$ cat config.mk
export PLATFORM = sky130hd
export DESIGN_NAME = bt_command_rx
export DESIGN_NICKNAME = d
export VERILOG_FILES = /design/src/rtl/bt_command_rx.sv
export SDC_FILE = /design/constraint.sdc
export NUM_CORES = 1
export LEC_CHECK = 0
export ABC_AREA = 0
export CAP_MARGIN = 20
export CORE_UTILIZATION = 50
export DETAILED_ROUTE_END_ITERATION = 6
export DONT_BUFFER_PORTS = 1
export SLEW_MARGIN = 10
export SYNTH_ARGS = -nofsm -noshare
export SYNTH_HDL_FRONTEND = slang
export SYNTH_SLANG_ARGS = --single-unit
export TNS_END_PERCENT = 50
$ cat constraint.sdc
create_clock -name clk -period 2.8 [get_ports clk]
set_input_delay 0.56 -clock clk [delete_from_list [all_inputs] [get_ports clk]]
set_output_delay 0.56 -clock clk [all_outputs]
set_load 0.005 [all_outputs]
$ cat src/rtl/bt_command_rx.sv
// UART receiver (8N1, LSB first) with a one-byte ASCII command decoder.
// Direction and state requests are held levels. Byte, command and framing events are one-cycle pulses.
module bt_command_rx #(
  parameter int unsigned CLK_HZ = 100_000_000,
  parameter int unsigned BAUD   = 9600
) (
  input  logic       clk,
  input  logic       rst,
  input  logic       rx,
  output logic [1:0] dir,
  output logic [2:0] state_choice,
  output logic [7:0] rx_data,
  output logic       rx_valid,
  output logic       cmd_valid,
  output logic       frame_err
);

  localparam int unsigned DIV   = CLK_HZ / BAUD;
  localparam int unsigned HALF  = DIV / 2;
  localparam int unsigned CNT_W = 16;

  localparam logic [CNT_W-1:0] DIV_LAST  = CNT_W'(DIV - 1);
  localparam logic [CNT_W-1:0] HALF_LAST = CNT_W'(HALF - 1);

  typedef enum logic [2:0] {
    S_IDLE,
    S_START,
    S_DATA,
    S_STOP,
    S_BREAK
  } state_t;

  state_t           state, state_d;
  logic [CNT_W-1:0] cnt, cnt_d;
  logic [2:0]       idx, idx_d;
  logic [7:0]       sh, sh_d;
  logic             rx_m, rx_s;

  logic [1:0]       dir_d;
  logic [2:0]       state_choice_d;
  logic [7:0]       rx_data_d;
  logic             rx_valid_d, cmd_valid_d, frame_err_d;

  // Two-flop synchronizer, preset to the idle line level
  always_ff @(posedge clk or negedge rst) begin
    if (!rst) begin
      rx_m <= 1'b1;
      rx_s <= 1'b1;
    end else begin
      rx_m <= rx;
      rx_s <= rx_m;
    end
  end

  // State, datapath and output registers
  always_ff @(posedge clk or negedge rst) begin
    if (!rst) begin
      state        <= S_IDLE;
      cnt          <= '0;
      idx          <= '0;
      sh           <= '0;
      dir          <= 2'b00;
      state_choice <= 3'b000;
      rx_data      <= 8'h00;
      rx_valid     <= 1'b0;
      cmd_valid    <= 1'b0;
      frame_err    <= 1'b0;
    end else begin
      state        <= state_d;
      cnt          <= cnt_d;
      idx          <= idx_d;
      sh           <= sh_d;
      dir          <= dir_d;
      state_choice <= state_choice_d;
      rx_data      <= rx_data_d;
      rx_valid     <= rx_valid_d;
      cmd_valid    <= cmd_valid_d;
      frame_err    <= frame_err_d;
    end
  end

  // Next-state, bit sampling and command decode
  always_comb begin
    state_d        = state;
    cnt_d          = cnt + CNT_W'(1);
    idx_d          = idx;
    sh_d           = sh;
    dir_d          = dir;
    state_choice_d = state_choice;
    rx_data_d      = rx_data;
    rx_valid_d     = 1'b0;
    cmd_valid_d    = 1'b0;
    frame_err_d    = 1'b0;

    case (state)
      S_IDLE: begin
        cnt_d = '0;
        if (!rx_s) state_d = S_START;
      end
      S_START: begin
        if (cnt == HALF_LAST) begin
          cnt_d   = '0;
          idx_d   = '0;
          state_d = rx_s ? S_IDLE : S_DATA;
        end
      end
      S_DATA: begin
        if (cnt == DIV_LAST) begin
          cnt_d     = '0;
          sh_d[idx] = rx_s;
          idx_d     = idx + 3'd1;
          if (idx == 3'd7) state_d = S_STOP;
        end
      end
      S_STOP: begin
        if (cnt == DIV_LAST) begin
          cnt_d = '0;
          if (rx_s) begin
            rx_data_d  = sh;
            rx_valid_d = 1'b1;
            state_d    = S_IDLE;
            // Letters accepted in either case; digits select game state
            case (sh)
              8'h61, 8'h41: begin dir_d = 2'b00; cmd_valid_d = 1'b1; end
              8'h64, 8'h44: begin dir_d = 2'b01; cmd_valid_d = 1'b1; end
              8'h77, 8'h57: begin dir_d = 2'b10; cmd_valid_d = 1'b1; end
              8'h73, 8'h53: begin dir_d = 2'b11; cmd_valid_d = 1'b1; end
              8'h31:        begin state_choice_d = 3'b010; cmd_valid_d = 1'b1; end
              8'h30:        begin state_choice_d = 3'b101; cmd_valid_d = 1'b1; end
              8'h72, 8'h52: begin state_choice_d = 3'b000; cmd_valid_d = 1'b1; end
              default:      ;
            endcase
          end else begin
            frame_err_d = 1'b1;
            state_d     = S_BREAK;
          end
        end
      end
      S_BREAK: begin
        cnt_d = '0;
        if (rx_s) state_d = S_IDLE;
      end
      default: state_d = S_IDLE;
    endcase
  end

endmodule

==> flow_summary.yaml, run 1 <==
synthesis:
  synthesis.area_sq_um: 2380
  synth_fp_nets: 225
  ys_seq_area_frac: 0.495
  yosysTopAreaCell: "dfrtp_1"
  ys_top_cells_by_count: "dfrtp_1 (45), nor2_1 (23), nand4_1 (14)"
  synth_edf_count: 0
  synth_warnings: 0
  syn_avg_cell_area_sq_um: 10.9
  netlist.area_leader.share: 0.473
  yosysMostFrequentCell: "dfrtp_1"
  synth_flop_cell: "dfrtp_1"
  async_reset_ff_frac: 1.00
  synthCells: 219
  ys_top_cells_by_area: "dfrtp_1 (47%), mux2_2 (5.2%), nand4_1 (3.7%)"
  synth_cell_types: 53
  synth-seq-cells: 47
floorplanning:
  die_w_um: 71.0
  num_rows: 24
  core_sq_um: 4470
  start_util: 0.532
  die_y_um: 71.0
  die_area_sq_um: 5040
  io_pins: 19
timing:
  max-slew-margin-rel: 0.497
  post-route-period-util: 0.855
  worst_slew_pin_slew_ns: 0.752
  timing.fmax_mhz: 418
  clock_skew_ns: 0.00604
  setup-tns-final_ns: 0
  report.final.slew_viol_count: 0
  period_needed_ns: 2.40
  grt_setup_unrepaired: "no"
  final.setup.worst_slack_ns: 0.405
  hold_viol_final: 0
  setup_viol: 0
outcome:
  outcome: "finished with violations"
  violations: "DRC"
power:
  leakagePower_uw: 0.00111
  powerDensity_nw_per_um2: 475
  ir_worst_vdd_v: 0.000234
detailed_routing:
  vias: 1656
  wl_per_cell_um: 16.2
  drt-pass1-iter-count: 7
  dr.first_iter.drc_count: 156
  vias_per_cell: 6.07
  route.detailed.drc: 2
  detail_route.wirelength_um: 4430
  ant_nets: 0
setup_path:
  cp-end-kind: "flop"
  ff2ff_path_depth: 5
  r2r_start: "cnt[0]$_DFF_PN0_"
  cp_max_fo: 12
  path_class: "reg -> reg"
  r2r_setup_slack_ns: 0.40
  cp.arrival_ns: 2.58
  critPathLaunchType: "flop"
  cp.required_ns: 2.98
  crit_path_start: "cnt[0]$_DFF_PN0_"
  r2r-end: "sh[2]$_DFFE_PN0P_"
place:
  pre_cts_slack_ns: 0.414
  place_hpwl_um: 3140
  portBuffers: 0
  gp_congestion: 0.833
clock_network:
  htreeDepth: 2
  cts_tree: "built"
  cts_sinks: 47
  clockBufferDepth: 2
  root_buffer: "clkbuf_8"
  cts_resized: 0
  cts_made_buffers: 5
  insertion_delay_ns: 0.29
  path_clk_slew_ns: 0.09
global_route:
  grt_usage: 0.203
  grt_first_pass_wirelength_um: 8050
  grt_max_degree: 46
  grt_pass1_vias: 1597
  grt_antenna_before_repair: 0
  overflow: 0
final_layout:
  n_antenna_cell: 0
  n_fill_cell: 396
  syn2layout_area_growth_pct: 6.73
  drive_gt1_frac: 0.163
  nNetsFinal: 226
min_path:
  worstHoldPathType: "in -> async"
job:
  drv_cap: 0
[cell families after synthesis]
group | Yosys count | share of synthesized area
buffers and inverters | 11 | 0.0289
multiplexers | 19 | 0.0894
flip-flops | 47 | 0.495
adder cells (fa/ha/maj) | 3 | 0.0158
XOR/XNOR | 13 | 0.0478
AND/OR/NAND/NOR | 101 | 0.252
AO/OA/AOI/OAI | 25 | 0.0705
[layout make-up]
type	instances	area [sq um]	area share
Timing Repair Buffer	2	35.0	0.0138
Inverter	3	11.3	0.00443
Multi-Input combinational cell	161	1130	0.446
Clock buffer	6	82.6	0.0325
Clock inverter	2	35.0	0.0138
Sequential cell	47	1180	0.464
Tap cell	52	65.1	0.0256
[per-stage QoR]
step / std cells / instance area, sq um / total power (uW) / util / hold slack [ns]
5_1_grt: 273 / 2540 / 1250 / 0.568 / 0.0796
4_1_cts: 273 / 2540 / 1220 / 0.568 / 0.0949
2_1_floorplan: 219 / 2380 / 698 / - / 0.264
3_5_place_dp: 264 / 2390 / 699 / 0.535 / 0.265
6_report: 273 / 2540 / 1210 / 0.568 / 0.0993
3_3_place_gp: 264 / 2390 / 699 / 0.535 / 0.265
[worst max-delay path by stage]
stage               cells after the start                end
floorplan                               5  sh[1]$_DFFE_PN0P_
global placement                        4  sh[2]$_DFFE_PN0P_
detailed placement                      5  sh[2]$_DFFE_PN0P_
CTS                                     4  sh[2]$_DFFE_PN0P_
global route                            5  sh[2]$_DFFE_PN0P_
finish                                  5  sh[2]$_DFFE_PN0P_
[flip-flops by register name (all words and copies together) (netlist names)]
register and flops:
sh 8, rx_s 1, dir 2, rx_m 1, rx_valid 1, cmd_valid 1, cnt 16, rx_data 8
state 3, state_choice 2, frame_err 1, idx 3
[power by group]
| group | total [uW] | switching (uW) | leakage, uW | internal [uW] |
|---|---|---|---|---|
| clock network | 507 | 218 | 0.0000612 | 289 |
| registers | 684 | 3.21 | 0.000635 | 681 |
| logic | 16.5 | 11.8 | 0.000416 | 4.66 |
[worst max-delay path, stage by stage, from the launching register on]
cell and delay, ns:
dfrtp_1 0.38, ha_1 0.26, nand4_1 0.37, nor4_4 0.69, nand4_1 0.24, mux2_1 0.35
[what timing repair did]
action | CTS | global route
buffers inserted | 0 | 0
hold endpoints to repair | 45 | 0
hold buffers | 1 | 0
[routing by layer]
metal | GRT usage | part of all wire | vias to the layer above
met4 | 0.0644 | 0.0099 | 0
met5 | 0 | 0 | -
met1 | 0.309 | 0.51 | 801
met3 | 0.0328 | 0.046 | 5
li1 | - | - | 806
met2 | 0.297 | 0.43 | 44
[placed cells by master, fill, tap and decap left out, types with 2 or more instances in the layout]
cell      count
nor3_1        4
dfstp_2       2
clkbuf_8      6
and3_1        3
and2_1        2
nor4_1        5
or2_2         2
or4_1         2
or4b_2        2
inv_1         3
dfrtp_1      45
nand2b_1      3
nor2_1       23
o211ai_1      2
nand2_1      10
nand3_1      11
xnor2_1       9
nor2b_1       3
mux2_1        7
and3b_1       2
a31oi_1       4
xor2_1        4
nand4_1      14
ha_1          3
o21ai_0       4
mux2_2       11
nor4bb_1      2
and4_1        2
a21oi_1       6
Note: power is estimated with default switching activity, not from simulation.
==> run 2, diff against run 1 <==
--- a/config.mk
+++ b/config.mk
@@ -10,6 +10,7 @@
 export CORE_UTILIZATION = 50
 export DETAILED_ROUTE_END_ITERATION = 6
 export DONT_BUFFER_PORTS = 1
+export PLACE_DENSITY = 0.68
 export SLEW_MARGIN = 10
 export SYNTH_ARGS = -nofsm -noshare
 export SYNTH_HDL_FRONTEND = slang
==> constraint.sdc (replaced) <==
create_clock -name clk -period 2.1 [get_ports clk]
set_input_delay 0.42 -clock clk [delete_from_list [all_inputs] [get_ports clk]]
set_output_delay 0.42 -clock clk [all_outputs]
set_load 0.005 [all_outputs]
==> run 2 against run 1 <==
  * The flow still finishes with violations (DRC)
  * Sequential share of layout area decreased by 2.8 points
  * Via count grew 4.4%
  * Clock skew is 0.00081 ns higher
  * Fmax grew 19%
  * Utilization is 3.6 points higher
  * Non-clock buffer count up 20
  * Cell count rose by 7.3%
  * Global-route usage down 0.30 points
  * Sequential cell count did not move
  * Critical endpoint is now sh[5]$_DFFE_PN0P_
  * Highest routed layer unchanged
==> flow_summary.yaml, run 2 (synthesis gave the netlist of run 1 again) <==
outcome:
  outcome: "finished with violations"
  violations: "DRC"
global_route:
  overflow: 0
  grt_pass1_vias: 1674
  grt_usage: 0.200
  grt_antenna_before_repair: 0
  grt_max_degree: 48
  grt_first_pass_wirelength_um: 7780
min_path:
  holdPathStages: 0
  worstHoldPathType: "in -> reg"
  whs_endpoint: "rx_m$_DFF_PN1_"
  min_from: "rx"
detailed_routing:
  drt-pass1-iter-count: 7
  ant_nets: 0
  vias: 1729
  dr.first_iter.drc_count: 120
  route.detailed.drc: 5
  vias_per_cell: 5.90
  wl_per_cell_um: 15.9
  detail_route.wirelength_um: 4670
power:
  ir_worst_vdd_v: 0.000330
  leakagePower_uw: 0.00120
  totalPowerFinal_uw: 1470
  powerDensity_nw_per_um2: 543
final_layout:
  drive_gt1_frac: 0.228
  largestRegisters: "cnt: 16 flops, rx_data: 8 flops, sh: 8 flops"
  regMostFlops: "cnt"
  final_common_cell: "dfrtp_1"
  largest_reg_flops: 16
  nNetsFinal: 246
  layout_common_cells: "dfrtp_1 (45), nor2_1 (23), buf_4 (18), nand4_1 (14)"
  n_fill_cell: 374
  syn2layout_area_growth_pct: 13.5
  n_antenna_cell: 0
  fin_util: 0.603
clock_network:
  cts_tree: "built"
  insertion_delay_ns: 0.30
  root_buffer: "clkbuf_8"
  htreeDepth: 2
  cts_sinks: 47
  clockBufferDepth: 2
  path_clk_slew_ns: 0.08
  cts_made_buffers: 5
setup_path:
  r2r_start: "cnt[10]$_DFF_PN0_"
  r2r-end: "sh[5]$_DFFE_PN0P_"
  critPathTopFamily: "simple AND/OR/NAND/NOR gates"
  cp_max_fo: 19
  crit_chain: "or3_2 -> nor4_4 -> buf_12 -> nand4_1 -> mux2_1"
  cpMaxStageDelayCell: "or3_2"
  cp.arrival_ns: 2.20
  cp-end-kind: "flop"
  path_class: "reg -> reg"
  cp_num_buf_inv: 1
  r2r_setup_slack_ns: 0.08
  ff2ff_path_depth: 5
  cpPeakStageDelay_ns: 0.55
  critPathLaunchType: "flop"
  cp.required_ns: 2.28
floorplanning:
  start_util: 0.532
  core_sq_um: 4470
  die_y_um: 71.0
  die_w_um: 71.0
  io_pins: 19
  num_rows: 24
  die_area_sq_um: 5040
timing:
  worst_slew_pin_slew_ns: 0.463
  hold_viol_final: 0
  setup-tns-final_ns: 0
  clock_skew_ns: 0.00685
  max-slew-margin-rel: 0.689
  grt_setup_unrepaired: "no"
  final.setup.worst_slack_ns: 0.0837
  setup_viol: 0
  period_needed_ns: 2.02
  timing.fmax_mhz: 496
  post-route-period-util: 0.960
  report.final.slew_viol_count: 0
job:
  drv_cap: 0
place:
  gp_congestion: 0.795
  pre_cts_slack_ns: 0.0324
  portBuffers: 0
  place_hpwl_um: 3220
==> run 2: cell count changes in the layout (fill, tap and decap cells not counted), sizes merged <==
| cell | delta |
|---|---|
| clkinvlp | +1 |
| bufinv | -1 |
| dlygate4sd3 | +1 |
| buf | +19 |
==> run 2: worst register-to-register path, cell delays in order, from the launching register on <==
cell	delay, ns
dfrtp_1	0.38
or3_2	0.55
nor4_4	0.35
buf_12	0.19
nand4_1	0.12
mux2_1	0.33
==> run 2: final cells by class <==
class,count,area [sq um],area share
Timing Repair Buffer,22,213,0.0788
Clock buffer,6,72.6,0.0269
Tap cell,52,65.1,0.0241
Inverter,3,11.3,0.00417
Clock inverter,2,12.5,0.00463
Sequential cell,47,1180,0.437
Multi-Input combinational cell,161,1150,0.425
==> run 2: worst max-delay path by stage <==
stage,end,slack (ns),from,cells after the start
finish,sh[5]$_DFFE_PN0P_,0.08,cnt[10]$_DFF_PN0_,5
global route,rx_data[2]$_DFFE_PN0P_,0.009,cnt[8]$_DFF_PN0_,4
CTS,rx_data[7]$_DFFE_PN0P_,0.02,cnt[8]$_DFF_PN0_,4
detailed placement,rx_data[4]$_DFFE_PN0P_,0.03,cnt[8]$_DFF_PN0_,4
global placement,rx_data[5]$_DFFE_PN0P_,0.08,cnt[8]$_DFF_PN0_,4
floorplan,cnt[10]$_DFF_PN0_,0.07,cnt[8]$_DFF_PN0_,6
==> run 2: stage by stage <==
stage               hold slack (ns)  instance area (sq um)  std cells
finish                        0.114                   2700        293
global placement              0.125                   2550        282
CTS                           0.104                   2680        292
detailed placement            0.125                   2550        282
global route                 0.0981                   2700        293
floorplan                     0.124                   2380        219
==> run 2: layer usage <==
metal / vias up / global-route usage / wire, um
met5: - / 0 / 0
met4: 0 / 0.0600 / 48
met3: 6 / 0.0399 / 142
met2: 30 / 0.347 / 2310
met1: 851 / 0.254 / 2160
li1: 842 / - / -
==> run 2: repair_timing <==
item	4_1_cts	5_1_grt
buffers inserted	0	1
setup endpoints to repair	0	12
hold buffers	2	0
gates resized for setup	0	2
hold endpoints to repair	47	0
==> run 2: where the power goes <==
| group | switching (uW) | internal (uW) | total [uW] |
|---|---|---|---|
| clock network | 295 | 233 | 528 |
| logic | 18.8 | 7.31 | 26.1 |
| registers | 3.95 | 908 | 912 |
| total | 318 | 1150 | 1470 |
